==> src/rtl/ace_ccu_snoop_conflict_tracker.sv <==
// ace_ccu_snoop_conflict_tracker
//
// This module is an in-order address conflict tracker for the CCU snoop
// interconnect. It sits between the arbitrated AC request and the AC output
// fork. A snoop is released only when no outstanding snoop uses the same line
// index. Entries are freed in issue order, one for each accepted snoop
// response.
//
// Handshake semantics:
//   - gnt_valid_o is combinational from req_valid_i and registered state.
//   - req_ready_o = gnt_valid_o && gnt_ready_i. That cycle the snoop is
//     recorded.
//   - Upstream holds req_valid_i/req_addr_i stable until req_ready_o.
//   - gnt_valid_o only drops while gnt_ready_i is low if req_valid_i drops.
//
// Optional feature macro: ACE_CCU_CONFLICT_STATS_EN. It adds stall_cnt_o, a
// saturating 32-bit count of cycles with req_valid_i high and gnt_valid_o low.
//
// Ports:
//   clk_i, rst_i                 clock, asynchronous active-high reset
//   req_valid_i/req_addr_i       arbitrated snoop request and its line index
//   req_ready_o                  snoop accepted and recorded
//   gnt_valid_o/gnt_ready_i      release towards the AC fork
//   clr_i                        one snoop response accepted (frees oldest)
//   count_o                      number of valid entries
//   conflict_o                   request held back by an address match
//   err_o                        sticky: clear seen while empty
//   stall_cnt_o                  stall-cycle counter (macro only)
module ace_ccu_snoop_conflict_tracker #(
  parameter int NumEntries = 4,
  parameter int AddrWidth  = 8
) (
  input  logic                              clk_i,
  input  logic                              rst_i,
  input  logic                              req_valid_i,
  output logic                              req_ready_o,
  input  logic [AddrWidth-1:0]              req_addr_i,
  output logic                              gnt_valid_o,
  input  logic                              gnt_ready_i,
  input  logic                              clr_i,
  output logic [$clog2(NumEntries+1)-1:0]   count_o,
  output logic                              conflict_o,
  output logic                              err_o
`ifdef ACE_CCU_CONFLICT_STATS_EN
  ,
  output logic [31:0]                       stall_cnt_o
`endif
);

  localparam int CntW = $clog2(NumEntries + 1);
  localparam int PtrW = (NumEntries > 1) ? $clog2(NumEntries) : 1;

  logic [NumEntries-1:0] valid_q, valid_d;
  logic [AddrWidth-1:0]  addr_q [NumEntries];
  logic [AddrWidth-1:0]  addr_d [NumEntries];
  logic [PtrW-1:0]       wptr_q, wptr_d;
  logic [PtrW-1:0]       rptr_q, rptr_d;
  logic [CntW-1:0]       count_q, count_d;
  logic                  err_q, err_d;

  logic match;
  logic full;
  logic alloc;
  logic clear;

  // Pointers wrap explicitly so NumEntries need not be a power of two.
  function automatic logic [PtrW-1:0] ptr_inc(input logic [PtrW-1:0] p);
    if (p == PtrW'(NumEntries - 1)) begin
      return '0;
    end
    return p + PtrW'(1);
  endfunction

  // match and full use registered state only. An entry that is cleared this
  // cycle still blocks, and a full tracker never grants, even alongside a
  // clear.
  always_comb begin
    match = 1'b0;
    for (int i = 0; i < NumEntries; i++) begin
      if (valid_q[i] && (addr_q[i] == req_addr_i)) begin
        match = 1'b1;
      end
    end
  end

  assign full        = (count_q == CntW'(NumEntries));
  assign gnt_valid_o = req_valid_i && !match && !full;
  assign alloc       = gnt_valid_o && gnt_ready_i;
  assign req_ready_o = alloc;
  assign conflict_o  = req_valid_i && match;
  assign clear       = clr_i && (count_q != '0);
  assign count_o     = count_q;
  assign err_o       = err_q;

  always_comb begin
    valid_d = valid_q;
    addr_d  = addr_q;
    wptr_d  = wptr_q;
    rptr_d  = rptr_q;
    count_d = count_q;
    err_d   = err_q;

    // The two slots cannot coincide. Equal pointers with a clear would need
    // a full tracker, and a full tracker does not allocate.
    if (clear) begin
      valid_d[rptr_q] = 1'b0;
      rptr_d          = ptr_inc(rptr_q);
    end
    if (alloc) begin
      valid_d[wptr_q] = 1'b1;
      addr_d[wptr_q]  = req_addr_i;
      wptr_d          = ptr_inc(wptr_q);
    end

    case ({alloc, clear})
      2'b10:   count_d = count_q + CntW'(1);
      2'b01:   count_d = count_q - CntW'(1);
      default: count_d = count_q;
    endcase

    if (clr_i && (count_q == '0)) begin
      err_d = 1'b1;
    end
  end

  always_ff @(posedge clk_i or posedge rst_i) begin
    if (rst_i) begin
      valid_q <= '0;
      for (int i = 0; i < NumEntries; i++) begin
        addr_q[i] <= '0;
      end
      wptr_q  <= '0;
      rptr_q  <= '0;
      count_q <= '0;
      err_q   <= 1'b0;
    end else begin
      valid_q <= valid_d;
      for (int i = 0; i < NumEntries; i++) begin
        addr_q[i] <= addr_d[i];
      end
      wptr_q  <= wptr_d;
      rptr_q  <= rptr_d;
      count_q <= count_d;
      err_q   <= err_d;
    end
  end

`ifdef ACE_CCU_CONFLICT_STATS_EN
  logic [31:0] stall_cnt_q, stall_cnt_d;

  always_comb begin
    stall_cnt_d = stall_cnt_q;
    if (req_valid_i && !gnt_valid_o && (stall_cnt_q != 32'hFFFF_FFFF)) begin
      stall_cnt_d = stall_cnt_q + 32'd1;
    end
  end

  always_ff @(posedge clk_i or posedge rst_i) begin
    if (rst_i) begin
      stall_cnt_q <= '0;
    end else begin
      stall_cnt_q <= stall_cnt_d;
    end
  end

  assign stall_cnt_o = stall_cnt_q;
`endif

endmodule

==> config.mk <==
export PLATFORM = sky130hd
export DESIGN_NAME = ace_ccu_snoop_conflict_tracker
export DESIGN_NICKNAME = d
export VERILOG_FILES = /design/src/rtl/ace_ccu_snoop_conflict_tracker.sv
export SDC_FILE = /design/constraint.sdc
export NUM_CORES = 1
export LEC_CHECK = 0
export BUFFER_PORTS_ARGS = -buffer_cell sky130_fd_sc_hd__buf_4
export CORE_ASPECT_RATIO = 1.5
export CORE_MARGIN = 2
export CORE_UTILIZATION = 45
export DETAILED_ROUTE_END_ITERATION = 8
export GPL_TIMING_DRIVEN = 0
export PLACE_DENSITY = 0.59
export SYNTH_ARGS = -nofsm -noshare
export SYNTH_HDL_FRONTEND = slang
export SYNTH_SLANG_ARGS = --single-unit
==> constraint.sdc <==
create_clock -name clk_i -period 2.8 [get_ports clk_i]
set_input_delay 0.56 -clock clk_i [delete_from_list [all_inputs] [get_ports clk_i]]
set_output_delay 0.56 -clock clk_i [all_outputs]
set_load 0.05 [all_outputs]
==> metrics.md <==
| Metric | Value |
|---|---|
| Cell Area, Synth | `2520 um2` |
| Hold_buf cts | `0` |
| Distinct cells, synth | `29` |
| Initial DRC Count | `28` |
| Syn_nets | `between 200 and 250` |
| NumNets Final | `~230` |
| Fin. max-slew vios | `0` |
| Pre-antenna DRT Iters | `3` |
| HP Class | `primary input to asynchronous set/reset pin` |
| Port buffer count | `11` |
| First-pass GRT wire length | `between 7000 and 8000 um` |
| Gr usage total | `roughly 17%` |
| Detailed-route DRC error count | `0` |
| Die H | `approximately 96 um` |
| Site Rows | `33` |
| Most frequent cells in the layout | `dfrtp_1, mux2_4, xnor2_1` |
| Post-synth top flop | `dfrtp_1` |
| Fin crit period | `~2.6 ns` |
| RSZ-0062 raised after global routing | `no` |
| Status | `completed` |
| Yosys top cell by area | `dfrtp_1` |
| CP startpoint | `addr_q[24]` |
| Die ar. | `6230 um2` |
| Crit Path Class | `flip-flop to flip-flop` |
| Slew headroom | `between 30% and 40%` |
| Aggregate routed wire length | `roughly 4500 um` |
| CTS tree | `done` |
| GRT overflow | `0` |
| Crit path DAT | `2.80 ns` |
| Register area share after synthesis | `between 40% and 50%` |
| DP Worst Slack | `-0.242 ns` |
| CP Max Fanout | `7` |
| R2r worst-path depth | `11` |
| Vias in the first global route | `around 1500` |
| P_leak | `1.35 nW` |
| Largest cells by area after synthesis | `dfrtp_1, mux2_4, xnor2_1` |
| RePlAce Congestion | `0.720` |
| Setup crit end | `count_o[2]` |
| Post-Syn Area per Cell | `around 13 um2` |
| WP data required | `3.03 ns` |
| H-tree depth | `2` |
| Skew-Pair Late Insertion Delay | `roughly 0.30 ns` |
| Top Ports | `20` |
| Setup crit start kind | `flip-flop` |
| VDD IR-drop max | `between 0.7 and 0.8 mV` |
| Period utilization | `91.5%` |
| Initial antenna violation count | `0` |
| Setup crit end kind | `flip-flop` |
| F_max | `0.390 GHz` |
| Core box area | `5450 um2` |
| Via count | `~1400` |
| Commonest non-fill, non-tap cell in the layout | `dfrtp_1` |
| Root buf cell | `clkbuf_8` |
| YS warnings | `0` |
| Post-DR vias/cell | `about 5.1` |
| Sink Count | `44` |
| Yosys reg bits | `between 40 and 50` |
| FFs w/ async S/R, synth | `100%` |
| R2R Setup Slk | `~0.24 ns` |
| Clk buf depth | `2` |
| Final Hold Vio Count | `0` |
| Setup slack after layout | `roughly 0.24 ns` |
| Proportion of layout cells with a drive suffix above 1 | `a little over a third` |
| R2r endpoint | `count_o[2]` |
| Die extent in x | `between 60 and 70 um` |
| PwrDens | `approximately 1100 nW/um2` |
| WL per Instance | `about 16 um` |
| Clock skew | `~0.007 ns` |
| HPWL after detailed placement | `3310 um` |
| Max_cap viols | `0` |
| Pin count of the biggest net entering global routing | `between 40 and 50` |
| Number of CTS-inserted buffers | `5` |
| Top-area cell type share of the netlist area | `43.7%` |
| Worst-Margin Slew | `0.914 ns` |
| Worst hold margin | `~0.44 ns` |
| Final Setup Violations | `0` |
| N_diodes | `0` |
| Area growth syn-to-layout | `12.9%` |
| Reg clk slew, reported paths | `~0.080 ns` |
| Post-synth EDFFs | `0` |
| Initial Util | `between 40% and 50%` |
| Post-Synthesis Cells | `191` |
| Routed Antenna Nets | `0` |
| RR Startpoint | `addr_q[24]` |
==> logic make-up (layout without fill, tap and decap cells) <==
logic type,after synthesis,in the layout,synth area share [%]
fa+ha+maj,10,10,5.26
mux,35,35,20.6
flops,44,44,43.7
xor+xnor,35,35,12.2
buf+inv,19,37,4.61
simple gates,41,41,10.8
compound gates,7,7,2.83
==> metrics by stage <==
stage / instance area (um2) / cells / setup TNS (ns) / utilization, % / power, mW
3_3_place_gp: 2700 / 272 / -0.179 / 49.4 / 2.44
2_1_floorplan: 2520 / 191 / 0 / - / 2.24
3_5_place_dp: 2700 / 272 / -0.290 / 49.4 / 2.51
5_1_grt: 2850 / 279 / 0 / 52.2 / 3.28
4_1_cts: 2820 / 279 / 0 / 51.8 / 3.09
6_report: 2850 / 279 / 0 / 52.2 / 3.07
==> synth_stat cells (all sizes together), types with 2 or more instances <==
master,count
a31oi,3
and3,5
buf,8
dfrtp,44
ha,9
inv,10
mux2,34
nand2,16
nand3,6
nand4,5
nor2,3
nor3,3
nor4,2
o21ai,2
xnor2,27
xor2,8
==> sequential cells by signal, summed over array words and instances, names as in the netlist <==
signal	cells
addr_q	32
wptr_q	2
err_o	1
rptr_q	2
count_o	3
valid_q	4
==> how the worst min path moves through the flow <==
stage,to,slack [ns],depth (start not counted)
6_report,err_o,0.44,2
5_1_grt,err_o,0.45,2
4_1_cts,err_o,0.45,2
3_5_place_dp,err_o,0.45,1
3_3_place_gp,err_o,0.45,1
2_1_floorplan,valid_q[1],0.44,2
==> layer usage <==
layer,vias to the layer above,share of wire (%),GRT usage [%]
met5,-,0,0
met4,0,1.8,5.73
met3,6,2.5,3.66
met2,19,54,30.8
met1,718,41,19.3
li1,669,-,-
==> critical path: stages (launching register included) <==
cell and delay [ns]:
dfrtp_1 0.40, xnor2_1 0.18, nand4_1 0.19, nor4_4 0.22, a31oi_4 0.24, nand4_4 0.20
ha_1 0.20, inv_1 0.06, fa_1 0.37, xor2_1 0.15, nor2_1 0.12, xor2_1 0.15
==> layout make-up <==
cell class                 instances  area [um2]
tap                               70        87.6
clock inverter                     2        60.1
sequential                        44        1100
buffer                             9        78.8
timing repair buffer              11        82.6
inverter                          10        37.5
multi-input combinational        128        1330
fill                             499        2600
clock buffer                       5        68.8
==> where the power goes <==
part	total [mW]	switching [mW]	leakage [nW]	internal [mW]
sequential	1.22	0.264	0.528	0.959
combinational	1.28	0.565	0.757	0.718
clock	0.566	0.214	0.0642	0.351
==> timing repair <==
item                       CTS  global route
resized for setup            0             3
buffers inserted             0             0
setup endpoints to repair    0             2
Note: power is estimated with default switching activity, not from simulation.
